===== config.mk =====
export PLATFORM = sky130hd
export DESIGN_NAME = pulse_divider
export DESIGN_NICKNAME = d
export VERILOG_FILES = /design/src/rtl/pulse_divider.sv
export SDC_FILE = /design/constraint.sdc
export NUM_CORES = 1
export LEC_CHECK = 0
export BUFFER_PORTS_ARGS = -buffer_cell sky130_fd_sc_hd__buf_4
export CORE_MARGIN = 2
export CORE_UTILIZATION = 50
export DETAILED_ROUTE_END_ITERATION = 8
export GPL_ROUTABILITY_DRIVEN = 0
export PLACE_DENSITY = 0.76
export SYNTH_ARGS = -nofsm -noshare
export SYNTH_HDL_FRONTEND = slang
export SYNTH_SLANG_ARGS = --single-unit
export TNS_END_PERCENT = 100

===== constraint.sdc =====
create_clock -name clk -period 4.93 [get_ports clk]
set_input_delay 0.986 -clock clk [delete_from_list [all_inputs] [get_ports clk]]
set_output_delay 0.986 -clock clk [all_outputs]
set_load 0.01 [all_outputs]

===== src/rtl/pulse_divider.sv =====
// rtl/pulse_divider.sv - programmable clock divider producing clk_out, a rise tick and a saturating period count.
// Optional PULSE_DIVIDER_AUTOSTOP_EN returns to IDLE when cycles saturates.
module pulse_divider #(
  parameter int WIDTH = 8
) (
  input  logic             clk,
  input  logic             reset,
  input  logic             start,
  input  logic             stop,
  input  logic [WIDTH-1:0] div,
  output logic             clk_out,
  output logic             tick,
  output logic             busy,
  output logic [WIDTH-1:0] cycles
);

  typedef enum logic {IDLE = 1'b0, RUN = 1'b1} state_t;

  localparam logic [WIDTH-1:0] CMAX = '1;

  state_t           state_q, state_d;
  logic [WIDTH-1:0] half_q, half_d;
  logic [WIDTH-1:0] cnt_q, cnt_d;
  logic [WIDTH-1:0] cycles_q, cycles_d;
  logic             clk_out_q, clk_out_d;
  logic             tick_q, tick_d;
  logic             wrap;
  logic             fall;
  logic             sat_now;

  // half_q is never 0 in RUN, so half_q-1 cannot underflow
  assign wrap    = (cnt_q == half_q - WIDTH'(1));
  assign fall    = wrap && clk_out_q;
  assign sat_now = fall && (cycles_q == CMAX - WIDTH'(1));

  always_ff @(posedge clk) begin
    if (reset) begin
      state_q   <= IDLE;
      half_q    <= '0;
      cnt_q     <= '0;
      cycles_q  <= '0;
      clk_out_q <= 1'b0;
      tick_q    <= 1'b0;
    end else begin
      state_q   <= state_d;
      half_q    <= half_d;
      cnt_q     <= cnt_d;
      cycles_q  <= cycles_d;
      clk_out_q <= clk_out_d;
      tick_q    <= tick_d;
    end
  end

  always_comb begin
    state_d = state_q;
    case (state_q)
      IDLE: if (start && !stop && (div != '0)) state_d = RUN;
      RUN: begin
        if (stop) begin
          state_d = IDLE;
        end
`ifdef PULSE_DIVIDER_AUTOSTOP_EN
        else if (sat_now) begin
          state_d = IDLE;
        end
`endif
      end
      default: state_d = IDLE;
    endcase
  end

  always_comb begin
    half_d    = half_q;
    cnt_d     = cnt_q;
    cycles_d  = cycles_q;
    clk_out_d = clk_out_q;
    tick_d    = 1'b0;
    case (state_q)
      IDLE: begin
        if (start && !stop && (div != '0)) begin
          half_d   = div;
          cnt_d    = '0;
          cycles_d = '0;
        end
      end
      RUN: begin
        if (stop) begin
          cnt_d     = '0;
          clk_out_d = 1'b0;
        end else if (wrap) begin
          cnt_d     = '0;
          clk_out_d = ~clk_out_q;
          tick_d    = ~clk_out_q;
          if (fall && (cycles_q != CMAX)) cycles_d = cycles_q + WIDTH'(1);
`ifdef PULSE_DIVIDER_AUTOSTOP_EN
          if (sat_now) clk_out_d = 1'b0;
`endif
        end else begin
          cnt_d = cnt_q + WIDTH'(1);
        end
      end
      default: ;
    endcase
  end

  always_comb begin
    busy    = (state_q == RUN);
    clk_out = clk_out_q;
    tick    = tick_q;
    cycles  = cycles_q;
  end

endmodule


==> impl_summary.txt <==
----------------------------------------------------
[Run status]
  Outcome ... complete, no violations

[Timing]
  Setup Viol. Count Final ... 0
  Max Clock Skew ... between 10 and 15 ps
  Worst Max-Slew Pin Slew ... about 580 ps
  Slew headroom ... ~61%
  Final-layout worst hold slack ... about 500 ps
  Setup TNS ... 0 ps
  Final worst setup slack ... ~1900 ps
  Final hold violation count ... 0
  Final critical-path share of the clock period ... roughly 62%
  Fin. max-slew vios ... 0
  Time the final worst path needs with I/O delays and setup ... between 3000 and 4000 ps
  Maximum clock frequency ... 327 MHz
  Setup repair after global routing missed its margin ... no

[Clock network]
  Max Buffers Root-to-Sink ... 2
  Clock tree from TritonCTS ... built
  Number of levels in the clock H-tree ... 1
  Clock latency reported for the late side of the worst-skew pair ... between 300 and 400 ps
  Number of clock buffers inserted by TritonCTS ... 3
  Clock Tree Root ... sky130_fd_sc_hd__clkbuf_4
  Setup repair bufs after CTS ... 0
  Number of clock sinks ... 27
  Hold buffer count at cts ... 0
  PostCTS Resize Cnt ... 0
  Clock transition time at the flip-flop clock pins of the worst setup and hold paths ... between 150 and 200 ps

[Placed design]
  Cell area after placement ... between 1500 and 2000 um2
  Worst-case setup slack after placement ... approximately 1900 ps
  Final HPWL from detailed placement ... ~2.6 mm
  Number of port buffers ... 22

[Global routing]
  Number of global-route vias before repair ... about 1.3k
  Maximum number of pins on one net before global-route repair ... 21
  Global-route usage over all layers ... between 20% and 30%
  Antenna violations before repair ... 0
  Global-route congestion overflow total ... 0
  Global-route track usage on met2 ... 35.3%
  Routing usage on met1 ... 29.4%
  Met3 Use GR ... slightly below 2%
  Wire length of the first global-routing pass ... between 5 and 6 mm
  Most used routing layer in global routing ... met2

[Logic synthesis]
  Netlist area before placement ... between 1000 and 1500 um2
  Ranking of synthesized cells by area ... sky130_fd_sc_hd__dfxtp_1 (37%), sky130_fd_sc_hd__nor2_1 (6.1%), sky130_fd_sc_hd__mux2i_1 (5.4%)
  Share of async-settable or async-resettable flops after synthesis ... 0%
  Number of enable-type register cells in the synthesized netlist ... 0
  Number of distinct standard cells referenced by the synthesized netlist ... 42
  Yosys top cell area share ... roughly 37%
  Synth warn ... 0
  Library cell with the highest instance count after synthesis ... sky130_fd_sc_hd__dfxtp_1
  Mean post-synth cell area ... 8.64 um2
  Library cell with the largest summed area after synthesis ... sky130_fd_sc_hd__dfxtp_1
  Net count after synthesis ... around 190
  Ys flop type ... sky130_fd_sc_hd__dfxtp_1
  Proportion of synthesized chip area in sequential cells ... 36.6%
  Post-synth top cells ... sky130_fd_sc_hd__dfxtp_1 (27), sky130_fd_sc_hd__nor2_1 (24), sky130_fd_sc_hd__nand2_1 (11)
  FF+latch count, synth ... 27
  Number of instances in the synthesized netlist ... 171

[Finish]
  Fraction of the core area covered by cells at the end of the flow ... around 60%
  Share of post-route cells with drive strength above 1 ... between 15 and 20%
  Number of antenna cells inserted ... 0
  Final layout net count ... 210
  Final instance area ... 1700 um2
  Area growth from synthesis to layout ... 14.9%

[Pwr]
  Total power divided by cell area ... approximately 230 nW/um2
  Worst ir drop on vdd ... about 0.22 mV
  Static leakage power ... approximately 0.00062 uW

[Floorplan]
  Floorplan row count ... 19
  Overall die area ... about 3400 um2
  Placeable core area ... about 2800 um2
  Die span in x ... 58.4 um
  Height of the die ... between 50 and 60 um
  Boundary Pins ... 23
  Starting utilization of the core area ... a little over half

[Critical path]
  Critical Path End Type ... register
  Data arrival time of the critical path ... approximately 3300 ps
  Slowest cell on crit path ... sky130_fd_sc_hd__or4_1
  Critical path, cell by cell ... inv_1 -> ha_1 -> or3b_4 -> or4_4 -> a2111oi_4 -> nand4_2 -> or4_1 -> a21oi_1
  Delay-heaviest family, CP ... simple AND/OR/NAND/NOR gates
  Category of the critical setup timing path ... register to register
  Highest net fanout along the worst path ... 7
  Required arrival time at the worst endpoint ... around 5200 ps
  Bufs and invs on worst path ... 1
  Delay of the slowest cell on the worst path ... around 540 ps
  Category of the worst setup path launch point ... register

[Min path]
  Path type of the worst min-delay path ... register to register

[Routing]
  Detail-routed via count per cell ... slightly above 6
  Wire length after detailed routing ... approximately 3.4 mm
  DRC errors left ... 0
  Iter 0 DRT Violations ... 64
  Routed wire per std cell ... about 15 um
  Count of antenna-violating nets left after detailed routing ... 0
  Drt first pass iters ... 4
  Via count ... ~1.4k

[Run]
  Max-cap check violation count ... 0

----------------------------------------------------
cells by family after synthesis:
| family | Yosys count | synth area share, % |
|---|---|---|
| and+or+nand+nor | 75 | 27.5 |
| muxes | 8 | 5.42 |
| DFF | 27 | 36.6 |
| xor gates and xnor gates | 15 | 8.89 |
| AOI/OAI and AO/OA | 36 | 17.3 |
| adders and majority gates | 3 | 2.54 |
| buffers and inverters | 7 | 1.78 |
cell type report:
| cell class | count | area (um2) |
|---|---|---|
| clock inverter | 1 | 5.00 |
| multi-input combinational | 137 | 911 |
| inverter | 4 | 15.0 |
| timing repair buffer | 22 | 165 |
| clock buffer | 3 | 22.5 |
| fill | 251 | 1080 |
| sequential | 27 | 541 |
| tap | 31 | 38.8 |
layout by cell type, fill, tap and decap left out, drive strengths merged, types with 2 or more instances in the layout:
cell      n
o21ai     9
xor2      6
a21oi    10
a2111oi   2
xnor2     9
nor2b     2
nor4      5
mux2i     8
o31ai     3
nand2    11
nand3b    2
or3b      2
nand3     2
ha        3
or3       6
nand2b    6
a41oi     2
dfxtp    27
o2111ai   3
buf      22
and3      2
or4       5
nand4     5
clkbuf    3
nor2     24
inv       4
registers in the layout, summed over array words and instances, names as in the netlist:
register  flops
busy          1
clk_out       1
tick          1
half_q        8
cnt_q         8
cycles        8
power by group:
group / internal [uW] / total (uW) / switching (uW)
registers: 222 / 229 / 6.26
logic: 25.2 / 55.1 / 29.8
clock network: 30.5 / 100 / 69.5
total: 278 / 384 / 106
through the flow:
stage,instances,power [uW]
2_1_floorplan,171,271
3_3_place_gp,221,286
3_5_place_dp,221,287
4_1_cts,225,384
5_1_grt,225,399
6_report,225,384
routing by layer:
| metal | share of wire, % | routed length (um) |
|---|---|---|
| met5 | 0 | 0 |
| met3 | 4.1 | 140 |
| met1 | 45 | 1550 |
| met4 | 1.9 | 65 |
| met2 | 49 | 1650 |
worst reg2reg max path: stages (launching register included):
cell,delay [ps]
sky130_fd_sc_hd__dfxtp_1,380
sky130_fd_sc_hd__inv_1,90
sky130_fd_sc_hd__ha_1,210
sky130_fd_sc_hd__or3b_4,410
sky130_fd_sc_hd__or4_4,500
sky130_fd_sc_hd__a2111oi_4,460
sky130_fd_sc_hd__nand4_2,250
sky130_fd_sc_hd__or4_1,540
sky130_fd_sc_hd__a21oi_1,160
path summary, 6_finish.rpt:
path,depth (start not counted),startpoint,slack [ps],endpoint
min reg2reg,2,cycles[7],500,cycles[7]
min,2,cycles[7],500,cycles[7]
max reg2reg,8,half_q[0],1870,cycles[4]
max,8,half_q[0],1870,cycles[4]
No activity file was read; power rests on OpenSTA's default activity.
